## src/rtl/fb_pkg.sv

```systemverilog
// Shared frame-buffer types and default frame geometry.
// Imported by the write arbiter, its interface and the fill engine.
package fb_pkg;

  typedef enum logic [1:0] {
    IDLE = 2'd0,
    FILL = 2'd1,
    DONE = 2'd2
  } fill_state_e;

  localparam int FB_W    = 160;
  localparam int FB_H    = 120;
  localparam int FB_NPIX = FB_W * FB_H;
  localparam int FB_AW   = 15;
  localparam int FB_DW   = 12;

endpackage

```

## src/rtl/fb_write_arbiter_if.sv

```systemverilog
// Bundle of capture, fill, host, error and RAM write-port signals.
// slave: arbiter side; master: the sources plus the RAM write port.
interface fb_write_arbiter_if
  import fb_pkg::*;
#(
  parameter int AW = FB_AW,
  parameter int DW = FB_DW
);

  logic          cap_valid;
  logic [AW-1:0] cap_addr;
  logic [DW-1:0] cap_data;

  logic          fill_start;
  logic [DW-1:0] fill_color;
  logic          fill_busy;
  logic          fill_done;

  logic          host_req;
  logic [AW-1:0] host_addr;
  logic [DW-1:0] host_data;
  logic          host_ack;

  logic          cap_err;
  logic          err_clr;

  logic          wr_en;
  logic [AW-1:0] wr_addr;
  logic [DW-1:0] wr_data;

  modport slave (
    input  cap_valid, cap_addr, cap_data,
    input  fill_start, fill_color,
    input  host_req, host_addr, host_data,
    input  err_clr,
    output fill_busy, fill_done,
    output host_ack, cap_err,
    output wr_en, wr_addr, wr_data
  );

  modport master (
    output cap_valid, cap_addr, cap_data,
    output fill_start, fill_color,
    output host_req, host_addr, host_data,
    output err_clr,
    input  fill_busy, fill_done,
    input  host_ack, cap_err,
    input  wr_en, wr_addr, wr_data
  );

endinterface

```

## src/rtl/fb_fill_engine.sv

```systemverilog
// Frame fill engine: IDLE/FILL/DONE FSM, pixel counter, colour latch.
// go_i starts a fill; preempt_i stalls it; req/addr/data offer a write.
module fb_fill_engine
  import fb_pkg::*;
#(
  parameter int AW   = FB_AW,
  parameter int DW   = FB_DW,
  parameter int NPIX = FB_NPIX
) (
  input  logic          clk,
  input  logic          reset,
  input  logic          go_i,
  input  logic          preempt_i,
  input  logic [DW-1:0] color_i,
  output logic          req_o,
  output logic [AW-1:0] addr_o,
  output logic [DW-1:0] data_o,
  output logic          busy_o,
  output logic          done_o
);

  localparam logic [AW-1:0] LAST = AW'(NPIX - 1);

  fill_state_e   state_q, state_d;
  logic [AW-1:0] cnt_q, cnt_d;
  logic [DW-1:0] color_q, color_d;

  always_ff @(posedge clk or negedge reset) begin
    if (!reset) begin
      state_q <= IDLE;
      cnt_q   <= '0;
      color_q <= '0;
    end else begin
      state_q <= state_d;
      cnt_q   <= cnt_d;
      color_q <= color_d;
    end
  end

  // The counter parks on LAST after the final write, so it never wraps.
  always_comb begin
    state_d = state_q;
    cnt_d   = cnt_q;
    color_d = color_q;
    unique case (state_q)
      IDLE: begin
        if (go_i) begin
          color_d = color_i;
          cnt_d   = '0;
          state_d = FILL;
        end
      end
      FILL: begin
        if (!preempt_i) begin
          if (cnt_q == LAST) begin
            state_d = DONE;
          end else begin
            cnt_d = cnt_q + 1'b1;
          end
        end
      end
      DONE: state_d = IDLE;
      default: state_d = IDLE;
    endcase
  end

  assign req_o  = (state_q == FILL);
  assign addr_o = cnt_q;
  assign data_o = color_q;
  assign busy_o = (state_q == FILL);
  assign done_o = (state_q == DONE);

endmodule

```

## src/rtl/fb_write_arbiter.sv

```systemverilog
// Frame-buffer write-port arbiter: capture > fill > host, registered.
// Ports: clk, reset (async active-low), bus (fb_write_arbiter_if.slave).
module fb_write_arbiter
  import fb_pkg::*;
#(
  parameter int AW   = FB_AW,
  parameter int DW   = FB_DW,
  parameter int NPIX = FB_NPIX
) (
  input logic               clk,
  input logic               reset,
  fb_write_arbiter_if.slave bus
);

  // One extra bit so NPIX == 2**AW still compares correctly.
  localparam logic [AW:0] NPIX_W = (AW+1)'(NPIX);

  logic          cap_ok;
  logic          cap_bad;
  logic          fill_req;
  logic          fill_win;
  logic          fill_busy;
  logic          fill_done;
  logic          host_ack;
  logic [AW-1:0] fill_addr;
  logic [DW-1:0] fill_data;

  logic          wr_en_q, wr_en_d;
  logic [AW-1:0] wr_addr_q, wr_addr_d;
  logic [DW-1:0] wr_data_q, wr_data_d;
  logic          cap_err_q, cap_err_d;

  assign cap_ok  = bus.cap_valid &&
                   ({1'b0, bus.cap_addr} < NPIX_W);
  assign cap_bad = bus.cap_valid && !cap_ok;

  fb_fill_engine #(
    .AW   (AW),
    .DW   (DW),
    .NPIX (NPIX)
  ) u_fill (
    .clk       (clk),
    .reset     (reset),
    .go_i      (bus.fill_start),
    .preempt_i (cap_ok),
    .color_i   (bus.fill_color),
    .req_o     (fill_req),
    .addr_o    (fill_addr),
    .data_o    (fill_data),
    .busy_o    (fill_busy),
    .done_o    (fill_done)
  );

  // A dropped capture leaves the cycle free for fill or host.
  assign fill_win = fill_req && !cap_ok;
  // The host waits out a whole fill, even on cycles fill loses.
  assign host_ack = bus.host_req && !cap_ok && !fill_busy;

  always_comb begin
    wr_en_d   = 1'b0;
    wr_addr_d = wr_addr_q;
    wr_data_d = wr_data_q;
    unique case (1'b1)
      cap_ok: begin
        wr_en_d   = 1'b1;
        wr_addr_d = bus.cap_addr;
        wr_data_d = bus.cap_data;
      end
      fill_win: begin
        wr_en_d   = 1'b1;
        wr_addr_d = fill_addr;
        wr_data_d = fill_data;
      end
      host_ack: begin
        wr_en_d   = 1'b1;
        wr_addr_d = bus.host_addr;
        wr_data_d = bus.host_data;
      end
      default: ;
    endcase
  end

  // A new bad capture outranks a same-cycle clear.
  always_comb begin
    cap_err_d = cap_err_q;
    if (cap_bad) begin
      cap_err_d = 1'b1;
    end else if (bus.err_clr) begin
      cap_err_d = 1'b0;
    end
  end

  always_ff @(posedge clk or negedge reset) begin
    if (!reset) begin
      wr_en_q   <= 1'b0;
      wr_addr_q <= '0;
      wr_data_q <= '0;
      cap_err_q <= 1'b0;
    end else begin
      wr_en_q   <= wr_en_d;
      wr_addr_q <= wr_addr_d;
      wr_data_q <= wr_data_d;
      cap_err_q <= cap_err_d;
    end
  end

  assign bus.wr_en     = wr_en_q;
  assign bus.wr_addr   = wr_addr_q;
  assign bus.wr_data   = wr_data_q;
  assign bus.cap_err   = cap_err_q;
  assign bus.host_ack  = host_ack;
  assign bus.fill_busy = fill_busy;
  assign bus.fill_done = fill_done;

endmodule

```

## src/flat_wrapper.sv

```systemverilog
// flat-port wrapper written by rule: the top's interface ports become plain ports
module fb_write_arbiter_flat import fb_pkg::*;
#(
  parameter int AW   = FB_AW,
  parameter int DW   = FB_DW,
  parameter int NPIX = FB_NPIX
)
  (clk, reset, bus_cap_valid, bus_cap_addr, bus_cap_data, bus_fill_start, bus_fill_color, bus_host_req, bus_host_addr, bus_host_data, bus_err_clr, bus_fill_busy, bus_fill_done, bus_host_ack, bus_cap_err, bus_wr_en, bus_wr_addr, bus_wr_data);
  fb_write_arbiter_if #(.AW(AW), .DW(DW)) bus_i ();
  input logic clk;
  input logic reset;
  input wire logic [$bits(bus_i.cap_valid)-1:0] bus_cap_valid;
  input wire logic [$bits(bus_i.cap_addr)-1:0] bus_cap_addr;
  input wire logic [$bits(bus_i.cap_data)-1:0] bus_cap_data;
  input wire logic [$bits(bus_i.fill_start)-1:0] bus_fill_start;
  input wire logic [$bits(bus_i.fill_color)-1:0] bus_fill_color;
  input wire logic [$bits(bus_i.host_req)-1:0] bus_host_req;
  input wire logic [$bits(bus_i.host_addr)-1:0] bus_host_addr;
  input wire logic [$bits(bus_i.host_data)-1:0] bus_host_data;
  input wire logic [$bits(bus_i.err_clr)-1:0] bus_err_clr;
  output wire logic [$bits(bus_i.fill_busy)-1:0] bus_fill_busy;
  output wire logic [$bits(bus_i.fill_done)-1:0] bus_fill_done;
  output wire logic [$bits(bus_i.host_ack)-1:0] bus_host_ack;
  output wire logic [$bits(bus_i.cap_err)-1:0] bus_cap_err;
  output wire logic [$bits(bus_i.wr_en)-1:0] bus_wr_en;
  output wire logic [$bits(bus_i.wr_addr)-1:0] bus_wr_addr;
  output wire logic [$bits(bus_i.wr_data)-1:0] bus_wr_data;
  assign bus_i.cap_valid = bus_cap_valid;
  assign bus_i.cap_addr = bus_cap_addr;
  assign bus_i.cap_data = bus_cap_data;
  assign bus_i.fill_start = bus_fill_start;
  assign bus_i.fill_color = bus_fill_color;
  assign bus_i.host_req = bus_host_req;
  assign bus_i.host_addr = bus_host_addr;
  assign bus_i.host_data = bus_host_data;
  assign bus_i.err_clr = bus_err_clr;
  assign bus_fill_busy = bus_i.fill_busy;
  assign bus_fill_done = bus_i.fill_done;
  assign bus_host_ack = bus_i.host_ack;
  assign bus_cap_err = bus_i.cap_err;
  assign bus_wr_en = bus_i.wr_en;
  assign bus_wr_addr = bus_i.wr_addr;
  assign bus_wr_data = bus_i.wr_data;
  fb_write_arbiter #(.AW(AW), .DW(DW), .NPIX(NPIX)) u_core (.clk(clk), .reset(reset), .bus(bus_i));
endmodule
```

## config.mk

```make
export PLATFORM = sky130hd
export DESIGN_NAME = fb_write_arbiter_flat
export DESIGN_NICKNAME = d
export VERILOG_FILES = /design/src/rtl/fb_pkg.sv /design/src/rtl/fb_write_arbiter_if.sv /design/src/rtl/fb_fill_engine.sv /design/src/rtl/fb_write_arbiter.sv /design/src/flat_wrapper.sv
export SDC_FILE = /design/constraint.sdc
export NUM_CORES = 1
export LEC_CHECK = 0
export CORE_MARGIN = 2
export CORE_UTILIZATION = 46
export DETAILED_ROUTE_END_ITERATION = 10
export PLACE_DENSITY = 0.91
export SLEW_MARGIN = 10
export SYNTH_ARGS = -nofsm -noshare
export SYNTH_HDL_FRONTEND = slang
export SYNTH_SLANG_ARGS = --single-unit
```

## constraint.sdc

```tcl
create_clock -name clk -period 2.05 [get_ports clk]
set_input_delay 0.5125 -clock clk [delete_from_list [all_inputs] [get_ports clk]]
set_output_delay 0.5125 -clock clk [all_outputs]
set_load 0.02 [all_outputs]
```

==> reports/qor.tcl, run 1 <==
set qor(power_per_cell_area_nw_per_um2) 881.0
set qor(worstSetupStartpointType) {input pin}
set qor(grt_antenna_before_repair) 0
set qor(final.fill_count) 466
set qor(ys.flop_type) {dfrtp_1}
set qor(worstSetupEndpointType) {primary output}
set qor(final_critical_path_time_including_i_o_delays_and_setup_ps) 2001
set qor(maxClockFrequency_ghz) 0.4997
set qor(syn_nets) 386
set qor(dr.pass1.iters) 4
set qor(finalWorstSetupSlack_ps) 48.94
set qor(hold_worst_slack_ps) 168.3
set qor(mostFrequentLayoutCells) {90 x clkdlybuf4s50_1, 58 x dfrtp_1, 38 x nor2_1}
set qor(pwr-share-comb_pct) 32.3
set qor(timing.max_cap.violations) 0
set qor(swShare_pct) 32.01
set qor(dieArea_sq_um) 7234
set qor(globalRouteOverflowTotal) 0
set qor(layout.nets) 502
set qor(numCtsBuffers) 9
set qor(final-setup-viol-count) 0
set qor(cts_root_buffer) {clkbuf_8}
set qor(min_period_over_period_pct) 97.61
set qor(core-area_sq_um) 6350
set qor(fin_skew_ps) 8.934
set qor(cts_tree) {yes}
set qor(synth_cells) 313
set qor(synth-warning-count) 0
set qor(avgSynthCellArea_sq_um) 9.654
set qor(gp_congestion) 0.8925
set qor(layout_commonest_cell) {clkdlybuf4s50_1}
set qor(worstMarginPinSlew_ps) 489.0
set qor(die_span_y_um) 85.05
set qor(synth.ff_latch_count) 58
set qor(synth-seq-area-share_pct) 48.03
set qor(dp_cells) 494
set qor(totalNegativeSetupSlack_ps) 0
set qor(final_antenna_net_count) 0
set qor(run_status) {finished clean}
set qor(layout.area.seq_sq_um) 1451
set qor(post_synth_instance_area_sq_um) 3022
set qor(detailroute.via_count) 2897
set qor(report.final.slew_viol_count) 0
set qor(intPower_mw) 2.665
set qor(place.detailed.hpwl_um) 6073
set qor(power.net_switching_mw) 1.254
set qor(multi_input_comb_area_sq_um) 1491
set qor(synthArstFlopShare_pct) 100.0
set qor(cts_max_level) 3
set qor(finalHoldViolCount) 0
set qor(grt_start_max_net_pins) 59
set qor(number_of_global_route_vias_before_repair) 2986
set qor(timing.hold.worst.class) {in2async}
set qor(avgRoutedWirePerCell_um) 17.09
set qor(worstPathRequired_ps) 1540
set qor(grt_pass1_wl_um) 14370
set qor(critical_path_class) {in2out}
set qor(route.detailed.drc) 0
set qor(syn_to_final_growth_pct) 47.21
set qor(antenna-diode-count) 0
set qor(cts.path.max_buffers) 2
set qor(worst_slew_margin_rel_pct) 67.40
set qor(power.clock.fraction_pct) 27.5
set qor(die_x_um) 85.05
set qor(synth.distinct_cells) 42
set qor(drive_gt1_share_pct) 14.52
set qor(power.static_leakage_nw) 1.926
set qor(detail_route.iter0.violations) 203
set qor(clkSlewWorstSetupHoldPaths_ps) 70
set qor(count_of_port_buffers_added_during_placement) 103
set qor(gr-usage-all-layers_pct) 25.40
set qor(worstSkewPairLatency_ps) 340
set qor(mean_number_of_vias_per_cell) 5.669
set qor(grt_setup_unrepaired) {false}
set qor(place_worst_setup_slack_ps) -739.0
set qor(clock-sinks) 58
set qor(post_layout_nonfiller_instances) 511
set qor(initial_utilization_pct) 47.59
set qor(synth_enable_flop_cells) 0
set qor(pwr-share-seq_pct) 40.2
set qor(pin_count) 104
set qor(ir_drop_mv) 0.6396
set qor(timing.critical_path.fanout_max) 2
set qor(row_count) 29
set qor(wl_um) 8731
set qor(timing.critical_path.arrival_ps) 1490
[routing by layer]
layer  track usage [%]  vias to the layer above  routed length, um
li1                  -                     1339                  -
met1             31.43                     1417               3556
met2             42.54                      128               4366
met3             7.101                       13                658
met4             9.235                        0                149
met5                 0                        -                  0
[final timing paths]
kind / cells after the start / end / from / slack, ps
max: 5 / bus_host_ack / bus_cap_addr[11] / 50
min: 2 / u_core.bus.wr_data[9] / reset / 170
max reg2reg: 6 / u_core.u_fill.addr_o[1] / u_core.u_fill.addr_o[12] / 120
min reg2reg: 1 / u_core.u_fill.data_o[6] / u_core.u_fill.data_o[6] / 520
max in group asynchronous: 2 / u_core.u_fill.addr_o[12] / reset / 1620
min in group clk: 1 / u_core.u_fill.data_o[6] / u_core.u_fill.data_o[6] / 520
[logic make-up after synthesis]
family	count (synthesis)	synth area share, %
compound gates	76	14.57
xor+xnor	10	2.898
fa+ha+maj	1	0.4140
buf+inv	23	3.188
flops	58	48.03
mux	40	13.91
simple gates	105	16.98
[registers in the layout, summed over array words and instances (netlist names)]
register	flops
u_core.bus.wr_addr	15
u_core.u_fill.addr_o	15
u_core.u_fill.state_q	2
u_core.u_fill.data_o	12
u_core.bus.wr_data	12
u_core.bus.cap_err	1
u_core.bus.wr_en	1
[cell usage after synthesis, drive strengths merged (2+ instances only)]
| master | n | share of area (%) |
|---|---|---|
| nand2 | 36 | 4.5 |
| nand4 | 3 | 1.1 |
| nor3 | 2 | 0.33 |
| dfrtp | 58 | 48 |
| a211oi | 6 | 1.5 |
| mux2i | 27 | 8.9 |
| and3 | 2 | 0.41 |
| nor2 | 39 | 4.9 |
| buf | 11 | 1.7 |
| nor4 | 5 | 1.5 |
| nor3b | 3 | 0.91 |
| xnor2 | 10 | 2.9 |
| nand3 | 6 | 0.99 |
| mux2 | 13 | 5.0 |
| o21ai | 29 | 4.8 |
| or4 | 2 | 0.50 |
| clkbuf | 8 | 0.99 |
| a21oi | 30 | 5.0 |
| a21o | 3 | 0.75 |
| o31ai | 3 | 0.75 |
| inv | 4 | 0.50 |
[what timing repair did]
action,CTS,global route
hold buffers,0,0
resized for setup,20,3
buffers inserted,1,0
setup endpoints to repair,7,2
pin swaps,4,2
[worst max-delay path, cell delays in order]
cell and delay (ps):
clkdlybuf4s15_1 210, nand2_2 70, o211a_1 250, nor3b_2 250, buf_4 190
[final cells by class]
class | instances | area share (%)
clock buffers | 11 | 3.404
clock inverters | 5 | 1.181
inverters | 4 | 0.3376
multi-input cells | 232 | 33.53
flip-flops and latches | 58 | 32.63
well taps | 77 | 2.166
repair buffers | 124 | 26.75
[power groups by stage]
stage / registers [mW] / logic [mW] / clock network [mW]
after floorplan: 1.71 / 0.507 / 0
after global placement: 1.57 / 1.21 / 0
after detailed placement: 1.58 / 1.26 / 0
after CTS: 1.57 / 1.27 / 1.09
after global routing: 1.60 / 1.36 / 1.15
final: 1.57 / 1.27 / 1.08
[per-stage QoR]
stage | cell area [sq um] | utilization [%] | total power [mW]
finish | 4448 | 70.05 | 3.919
CTS | 4449 | 70.07 | 3.930
global route | 4448 | 70.05 | 4.107
floorplan | 3027 | - | 2.213
detailed placement | 4244 | 66.84 | 2.843
global placement | 4244 | 66.84 | 2.779
Power figures use the tool's default switching activity.
==> run 2: changes to the inputs <==
- CORE_UTILIZATION: 46 -> 48
- SYNTH_HIERARCHICAL: default -> 1
==> reports/qor.tcl, run 2 <==
set qor(run_status) {finished clean}
set qor(post_synth_instance_area_sq_um) 3492 ;# +16%
set qor(layout_commonest_cell) {clkdlybuf4s50_1}
set qor(cts_tree) {yes}
set qor(synth-compound-area-share_pct) 15.48 ;# +0.90 points
set qor(synth-warning-count) 6 ;# +6
set qor(timing.critical_path.arrival_ps) 1470 ;# -20 ps
set qor(count_of_port_buffers_added_during_placement) 103 ;# unchanged
set qor(layout.nets) 526 ;# +4.8%
set qor(post_dp_cell_area_sq_um) 4676 ;# +10%
set qor(worstMarginPinSlew_ps) 495.3 ;# +6.358 ps
set qor(mostFrequentLayoutCells) {92 x clkdlybuf4s50_1, 58 x dfrtp_1, 35 x nand2_1}
set qor(ys.flop_type) {dfrtp_1}
set qor(post_layout_nonfiller_instances) 557 ;# +9.0%
set qor(synth-seq-area-share_pct) 41.56 ;# -6.5 points
set qor(synthArstFlopShare_pct) 100.0 ;# unchanged
set qor(post_synth_xor_area_fraction_pct) 0 ;# -2.9 points
set qor(post-route-cell-area_sq_um) 4946 ;# +11%
set qor(dp_cells) 540 ;# +9.3%
set qor(synth.ff_latch_count) 58 ;# unchanged
set qor(drive_gt1_share_pct) 22.27 ;# +7.8 points
set qor(avgSynthCellArea_sq_um) 10.27 ;# +6.4%
set qor(ys_top_cells_by_area) {dfrtp_1 42%, mux2_2 10%, o311ai_0 6.3%}
set qor(globalRouteOverflowTotal) 0 ;# unchanged
set qor(dr.pass1.iters) 5 ;# +1
set qor(synth_top_area_share_pct) 41.56 ;# -6.5 points
set qor(power_per_cell_area_nw_per_um2) 938.5 ;# +6.5%
set qor(synth.distinct_cells) 58 ;# +38%
set qor(totalNegativeSetupSlack_ps) 0 ;# unchanged
set qor(yosys.area.top_type) {dfrtp_1}
set qor(clkSlewWorstSetupHoldPaths_ps) 70 ;# about the same
set qor(grt_antenna_before_repair) 0 ;# unchanged
set qor(grt_pass1_wl_um) 15630 ;# +8.7%
set qor(initial_utilization_pct) 48.93 ;# +1.3 points
set qor(final_antenna_net_count) 0 ;# unchanged
set qor(finalWorstSetupSlack_ps) 70.18 ;# +21.23 ps
set qor(setup.reg_to_reg.worst_slack_ps) 120 ;# about the same
set qor(gr-usage-all-layers_pct) 25.58 ;# +0.19 points
set qor(worstRegToRegCells) 5 ;# -1
set qor(yosysMostFrequentCell) {dfrtp_1}
set qor(mean_number_of_vias_per_cell) 5.874 ;# +3.6%
set qor(cp_cell_sequence) {clkdlybuf4s50_1 -> nor2b_4 -> and2_4 -> buf_4}
set qor(cts_max_level) 3 ;# unchanged
set qor(timing.max_cap.violations) 0 ;# unchanged
set qor(route.detailed.drc) 0 ;# unchanged
set qor(core-area_sq_um) 7137 ;# +12%
set qor(min_period_over_period_pct) 96.58 ;# -1.0 points
set qor(multi_input_comb_area_sq_um) 1797 ;# +20%
set qor(ctsHoldBuffers) 0 ;# unchanged
set qor(clock-sinks) 58 ;# unchanged
set qor(synth_cells) 340 ;# +8.6%
set qor(detailroute.via_count) 3272 ;# +13%
set qor(timing.critical_path.fanout_max) 2 ;# unchanged
set qor(synth_enable_flop_cells) 0 ;# unchanged
set qor(synth.cells.most_frequent) {58 x dfrtp_1, 36 x nand2_1, 31 x inv_1, 31 x mux2_2, 26 x nand3b_1}
set qor(finalHoldViolCount) 0 ;# unchanged
set qor(ir_drop_mv) 0.4033 ;# -37%
set qor(place_worst_setup_slack_ps) -560.9 ;# +178.1 ps
set qor(maxClockFrequency_ghz) 0.5051 ;# +1.1%
set qor(worstSkewPairLatency_ps) 340 ;# about the same
set qor(pin_count) 104 ;# unchanged
set qor(row_count) 31 ;# +6.9%
set qor(cpLargestDelayFamily) {buffers and inverters}
set qor(avgRoutedWirePerCell_um) 17.98 ;# +5.2%
set qor(fin_skew_ps) 13.23 ;# +4.293 ps
set qor(dieArea_sq_um) 7974 ;# +10%
set qor(antenna-diode-count) 0 ;# unchanged
set qor(syn_nets) 413 ;# +7.0%
set qor(worstPathRequired_ps) 1540 ;# about the same
set qor(die_span_y_um) 89.30 ;# +5.0%
set qor(grt_setup_unrepaired) {false}
set qor(hold_worst_slack_ps) 135.8 ;# -32.52 ps
set qor(final-setup-viol-count) 0 ;# unchanged
set qor(wl_um) 10020 ;# +15%
set qor(rr_startpoint) {u_core/u_fill/addr_o[1]}
set qor(final_critical_path_time_including_i_o_delays_and_setup_ps) 1980 ;# -21.23 ps
set qor(critical-path-slowest-cell) {clkdlybuf4s50_1}
set qor(yosys-mux-area-fraction_pct) 12.22 ;# -1.7 points
set qor(final.fill_count) 497 ;# +6.7%
set qor(numCtsBuffers) 9 ;# unchanged
set qor(worstSetupEndpointType) {primary output}
set qor(adder_and_majority_gate_portion_of_the_synthesized_area_pct) 0.3583 ;# -0.056 points
set qor(synth_top_family_by_area) {simple AND/OR/NAND/NOR gates}
set qor(place.detailed.hpwl_um) 7035 ;# +16%
set qor(syn_to_final_growth_pct) 41.63
set qor(yosys.area_share.simple_pct) 21.75 ;# +4.8 points
set qor(worst_slew_margin_rel_pct) 66.98 ;# -0.42 points
set qor(die_x_um) 89.30 ;# +5.0%
set qor(worstReg2RegEnd) {u_core/u_fill/addr_o[13]}
set qor(report.final.slew_viol_count) 0 ;# unchanged
set qor(grt_start_max_net_pins) 54 ;# -8.5%
set qor(path_buf_inv) 2 ;# unchanged
set qor(critPathMaxStageDelay_ps) 480 ;# +230 ps
set qor(detail_route.iter0.violations) 292 ;# +44%
set qor(cts_root_buffer) {clkbuf_8}
set qor(cts.path.max_buffers) 2 ;# unchanged
set qor(layout.area.seq_sq_um) 1451 ;# unchanged
set qor(critical_path_class) {in2out}
set qor(number_of_global_route_vias_before_repair) 3227 ;# +8.1%
set qor(timing.hold.worst.class) {in2async}
set qor(worstSetupStartpointType) {input pin}
set qor(power.static_leakage_nw) 2.103 ;# +9.2%
set qor(gp_congestion) 0.9548 ;# +7.0%
run 2: repair_timing:
action                                 4_1_cts  5_1_grt
endpoints found under the hold margin        0        0
setup endpoints to repair                   15        8
pin swaps                                    0        2
gates resized for setup                     14        9
setup buffers                                0        1
run 2: cell type report:
cell class	instances	share of cell area (%)
clock buffer	9	2.504
clock inverter	7	1.897
inverter	31	2.353
multi-input combinational	225	36.33
sequential	58	29.34
tap	99	2.504
timing repair buffer	128	25.07
run 2: worst max path at each step:
| stage | endpoint | start | cells after the start | slack, ps |
|---|---|---|---|---|
| global placement | bus_host_ack | bus_cap_addr[9] | 5 | -560 |
| floorplan | u_core/u_fill/addr_o[3] | bus_cap_addr[8] | 10 | 30 |
| finish | bus_host_ack | bus_host_req | 4 | 70 |
| detailed placement | bus_host_ack | bus_cap_addr[9] | 5 | -560 |
| global route | bus_fill_busy | u_core/u_fill/state_q[1] | 3 | 50 |
| CTS | bus_host_ack | bus_cap_addr[10] | 5 | -50 |
run 2: metal layers:
metal | up-vias | track usage, % | part of all wire [%]
met5 | - | 0 | 0
met4 | 0 | 7.870 | 1.3
met3 | 17 | 5.817 | 7.4
met2 | 158 | 43.77 | 52
met1 | 1607 | 32.33 | 39
li1 | 1490 | - | -
run 2: cells by family (layout without fill, tap and decap cells):
group                      Yosys count  after routing
AOI/OAI and AO/OA                   69             69
adders and majority gates            1              1
buffers and inverters               57            175
DFF                                 58             58
muxes                               38             38
and+or+nand+nor                    117            117
run 2: metrics by stage:
| stage | utilization (%) | total power [mW] |
|---|---|---|
| global placement | 65.52 | 3.375 |
| finish | 69.30 | 4.642 |
| detailed placement | 65.52 | 3.474 |
| CTS | 68.72 | 4.632 |
| global route | 69.30 | 4.897 |
| floorplan | - | 2.726 |
run 2: power by group:
group | internal [mW] | switching, mW | total, mW
Clock | 0.681 | 0.472 | 1.15
Sequential | 1.49 | 0.265 | 1.75
Combinational | 0.915 | 0.823 | 1.74
